--- config.mk ---
export PLATFORM = sky130hd
export DESIGN_NAME = imem_arbiter
export DESIGN_NICKNAME = d
export VERILOG_FILES = /design/src/rtl/imem_arbiter.sv
export SDC_FILE = /design/constraint.sdc
export NUM_CORES = 1
export LEC_CHECK = 0
export CAP_MARGIN = 0
export CORE_AREA = 2 2 105 107
export DETAILED_ROUTE_END_ITERATION = 12
export DIE_AREA = 0 0 107 109
export HOLD_SLACK_MARGIN = 0.06
export PLACE_DENSITY_LB_ADDON = 0.12
export SYNTH_ARGS = -nofsm -noshare
export SYNTH_HDL_FRONTEND = slang
export SYNTH_SLANG_ARGS = --single-unit
--- constraint.sdc ---
create_clock -name clk -period 2.9 [get_ports clk]
set_input_delay 0.58 -clock clk [delete_from_list [all_inputs] [get_ports clk]]
set_output_delay 0.58 -clock clk [all_outputs]
set_load 0.005 [all_outputs]
--- src/rtl/imem_arbiter.sv ---
// Instruction-memory arbiter: shares one synchronous BRAM port between CPU fetch and a
// loader/debug port, with a bounded loader burst so fetch is never starved.
module imem_arbiter #(
  parameter int unsigned LD_BURST = 4
) (
  input  logic        clk,
  input  logic        rst,
  input  logic        fetch_req,
  input  logic [31:0] fetch_addr,
  output logic        fetch_gnt,
  output logic        fetch_stall,
  output logic        fetch_valid,
  output logic [31:0] fetch_rdata,
  input  logic        ld_req,
  input  logic        ld_we,
  input  logic [31:0] ld_addr,
  input  logic [31:0] ld_wdata,
  output logic        ld_gnt,
  output logic        ld_err,
  output logic        ld_rvalid,
  output logic [31:0] ld_rdata,
  output logic        ram_en,
  output logic        ram_we,
  output logic [29:0] ram_addr,
  output logic [31:0] ram_wdata,
  input  logic [31:0] ram_rdata
);

  typedef enum logic [1:0] {R_IDLE, R_FETCH, R_LOAD} rd_state_e;

  localparam logic [3:0] BurstMax = 4'(LD_BURST);

  rd_state_e  rd_state_q, rd_state_d;
  logic [3:0] burst_cnt_q, burst_cnt_d;
  logic       ld_aligned;

  // Byte-offset bits of the fetch address carry no information for a word RAM.
  logic       unused_fetch_lsb;
  assign unused_fetch_lsb = ^fetch_addr[1:0];

  assign ld_aligned  = ld_req && (ld_addr[1:0] == 2'b00);
  assign ld_err      = ld_req && (ld_addr[1:0] != 2'b00);
  assign ld_gnt      = !rst && ld_aligned && (!fetch_req || (burst_cnt_q < BurstMax));
  assign fetch_gnt   = !rst && fetch_req && !ld_gnt;
  assign fetch_stall = fetch_req && !fetch_gnt;

  always_comb begin
    ram_en    = fetch_gnt || ld_gnt;
    ram_we    = ld_gnt && ld_we;
    ram_addr  = '0;
    ram_wdata = '0;
    if (ld_gnt) begin
      ram_addr  = ld_addr[31:2];
      ram_wdata = ld_wdata;
    end else if (fetch_gnt) begin
      ram_addr  = fetch_addr[31:2];
    end
  end

  always_ff @(posedge clk) begin
    if (rst) begin
      burst_cnt_q <= '0;
      rd_state_q  <= R_IDLE;
    end else begin
      burst_cnt_q <= burst_cnt_d;
      rd_state_q  <= rd_state_d;
    end
  end

  always_comb begin
    burst_cnt_d = burst_cnt_q;
    if (ld_gnt) begin
      if (burst_cnt_q < BurstMax) burst_cnt_d = burst_cnt_q + 4'd1;
    end else if (fetch_gnt) begin
      burst_cnt_d = '0;
    end
  end

  // rd_state records who owned the RAM read last cycle; writes produce no response.
  always_comb begin
    rd_state_d = R_IDLE;
    if (fetch_gnt)            rd_state_d = R_FETCH;
    else if (ld_gnt && !ld_we) rd_state_d = R_LOAD;
  end

  // Responses are masked during reset so an in-flight read is dropped immediately.
  always_comb begin
    fetch_valid = 1'b0;
    fetch_rdata = '0;
    ld_rvalid   = 1'b0;
    ld_rdata    = '0;
    if (!rst) begin
      unique case (rd_state_q)
        R_FETCH: begin
          fetch_valid = 1'b1;
          fetch_rdata = ram_rdata;
        end
        R_LOAD: begin
          ld_rvalid = 1'b1;
          ld_rdata  = ram_rdata;
        end
        default: ;
      endcase
    end
  end

endmodule

==> results of run 1 <==
path summary, 6_finish.rpt:
check / endpoint / slack [ns] / depth (start not counted)
max: ram_wdata[30] / 0.07 / 7
min reg2reg: burst_cnt_q[0] / 0.47 / 1
max reg2reg: rd_state_q[1] / 1.34 / 6
min: burst_cnt_q[0] / 0.47 / 1
registers in the layout, indices dropped and copies added, names as in the netlist:
name and count:
rd_state_q 2, burst_cnt_q 4
cells by family after synthesis:
kind of cell / count (synthesis) / synth area share [%]
buffers and inverters: 17 / 9.23
AO/OA/AOI/OAI: 38 / 24.4
adder cells (fa/ha/maj): 1 / 0.972
flip-flops: 6 / 9.33
AND/OR/NAND/NOR: 112 / 55.3
multiplexers: 1 / 0.777
Yosys cell counts, types with 2 or more instances:
library cell and n:
a21oi_1 3, a22o_1 30, and2_1 97, buf_2 2, buf_6 4, buf_8 2
clkbuf_1 9, dfxtp_1 6, nand2b_1 2, nor2_1 2, nor2b_1 2, nor3b_1 4
o21a_1 2
cell type report:
cell class | count | area [sq um] | share of cell area (%)
timing repair buffer | 289 | 2910 | 67.4
clock buffer | 3 | 41.3 | 0.957
tap | 140 | 175 | 4.06
sequential | 6 | 120 | 2.78
multi-input combinational | 152 | 1070 | 24.8
worst register-to-register path: stages, from the launching register on:
cell,delay (ns)
dfxtp_1,0.31
or2_2,0.34
a21oi_4,0.22
buf_6,0.15
buf_4,0.10
bufbuf_16,0.24
nor2b_1,0.14
per-layer routing:
layer	vias to the layer above	track usage (%)
li1	1152	-
met1	987	12.8
met2	154	25.6
met3	11	3.71
met4	0	4.17
met5	-	0
power by group through the flow:
| stage | Sequential (mW) | Combinational, mW | Clock (mW) |
|---|---|---|---|
| final | 0.0857 | 0.357 | 0.128 |
| after global routing | 0.0857 | 0.385 | 0.143 |
| after CTS | 0.0857 | 0.363 | 0.136 |
| after detailed placement | 0.0869 | 0.368 | 0 |
| after global placement | 0.0869 | 0.365 | 0 |
| after floorplan | 0.0865 | 0.0729 | 0 |
stage by stage:
| step | util (%) | hold slack, ns | setup TNS [ns] |
|---|---|---|---|
| floorplan | - | 0.436 | 0 |
| global placement | 39.3 | 0.470 | -27.16 |
| detailed placement | 39.3 | 0.475 | -28.17 |
| CTS | 40.8 | 0.482 | 0 |
| global route | 40.7 | 0.506 | 0 |
| finish | 40.7 | 0.474 | 0 |
repair_timing:
item	CTS	global route
gates resized for setup	104	4
cloned	3	0
setup endpoints to repair	131	4
buffers inserted	8	0
pin swaps	1	0
==> impl_metrics.ini, run 1 <==
[logic_synthesis]
async_reset_ff_share_pct = 0
synthesis.nets = 309
yosysWarnings = 0
synth_top_cell_area_share_pct = 47.1
synth_edf_count = 0
yosys-top-cells-area = and2_1, a22o_1, dfxtp_1
ys_types = 23
yosys_most_used_dff = dfxtp_1
syn_area_per_cell_sq_um = 7.36
yosysSeqAreaShare_pct = 9.33
ys_ff_latch = 6
yosys.area.top_type = and2_1
synthCells = 175
syn_area_sq_um = 1290

[timing]
setup_viol = 0
fin_ws_ns = 0.0735
maxSlewHeadroom_pct = 82.7
fin_skew_ns = 0.00219
drv_slew = 0
fin_crit_sh_pct = 97.5
rsz0062_at_grt = no
worstMarginPinSlew_ns = 0.258
hold_viol_final = 0
max_freq_mhz = 354
layout_min_cycle_time_ns = 2.83

[placed_design]
place_hpwl_mm = 6.70
pre_cts_slack_ns = -0.448
gp_congestion = 0.725
place_area_sq_um = 4160
dp_cells = 576
port_buffers = 264

[floorplan]
die_area_sq_um = 11700
die_h_um = 109
rows = 38
start_util_pct = 12.1
io_pins = 267
core_sq_um = 10600
die_x_um = 107

[setup_path]
critPathKind = primary input to output port
crit_family = buffers and inverters
cp-start-kind = primary input
crit_slowest_cell = or4b_4
cp-startpoint = ld_addr[0]
max_stage_delay_ns = 0.54
crit_chain = clkdlybuf4s15_2 > or4b_4 > a21oi_4 > buf_6 > bufbuf_16 > and2_1 > dlygate4sd2_1
critPathArrivalTime_ns = 2.25
endpoint_kind = output port
timing.rr.start = burst_cnt_q[2]
crit_fanout = 11
required_ns = 2.32
cp.buffers_inverters = 4

[power]
pwr_density_cell_nw_per_um2 = 132
p_int_mw = 0.438
total_power_mw = 0.571
power.clock.fraction_pct = 22.5
power_switching_mw = 0.133
comb_power_share_pct = 62.5
ir_drop_mv = 0.0778
seqPwrFrac_pct = 15.0
swShare_pct = 23.3
leakagePower_nw = 1.94

[drt]
antenna_left = 0
drc = 0
wirelength_mm = 8.02
wl_met3_um = 908
detailedRoute.firstPassIterationCount = 3
wl_met2_mm = 4.25
wl_met1_mm = 2.70
vias_per_cell = 3.91
dr_total_vias = 2304
wire_per_inst_um = 13.6
route.top_layer_used = met4
drt-initial-drc-count = 100

[global_routing]
grt_max_degree = 34
grt_pass1_wl_mm = 11.9
grt.overflow.total = 0
grt_pass1_vias = 2348
track_usage_pct = 12.9
antenna_found_initial = 0

[cts]
cts_tree = done
cts_hold_buf = 0
cts_root_buffer = clkbuf_8
h-tree-depth = 1
insertion_delay_ns = 0.23
cts.sinks = 6
clockBufferDepth = 2
cts_made_buffers = 3
clkTransAtPathRegs_ns = 0.03

[hold_path]
holdCritStartpoint = burst_cnt_q[0]
min_path_type = flop to flop

[layout]
layout-drive-gt1-share_pct = 10.0
syn_to_final_growth_pct = 235
layout_common_cells = clkdlybuf4s50_1, and2_1, dlygate4sd2_1, a22o_1, buf_4
nets = 586
final_common_cell = clkdlybuf4s50_1
final_area_sq_um = 4320
layoutNonFillerInstCount = 590
fill_cells = 1073
n_antenna_cell = 0

[outcome]
status = finished, final reports clean

[flow_run]
maxCapViolCount = 0
Power figures use the tool's default switching activity.
==> run 2, diff against run 1 <==
- SLEW_MARGIN: unset -> 20
==> results of run 2 <==
The final DEF is identical to that of run 1; final timing and power are the same.
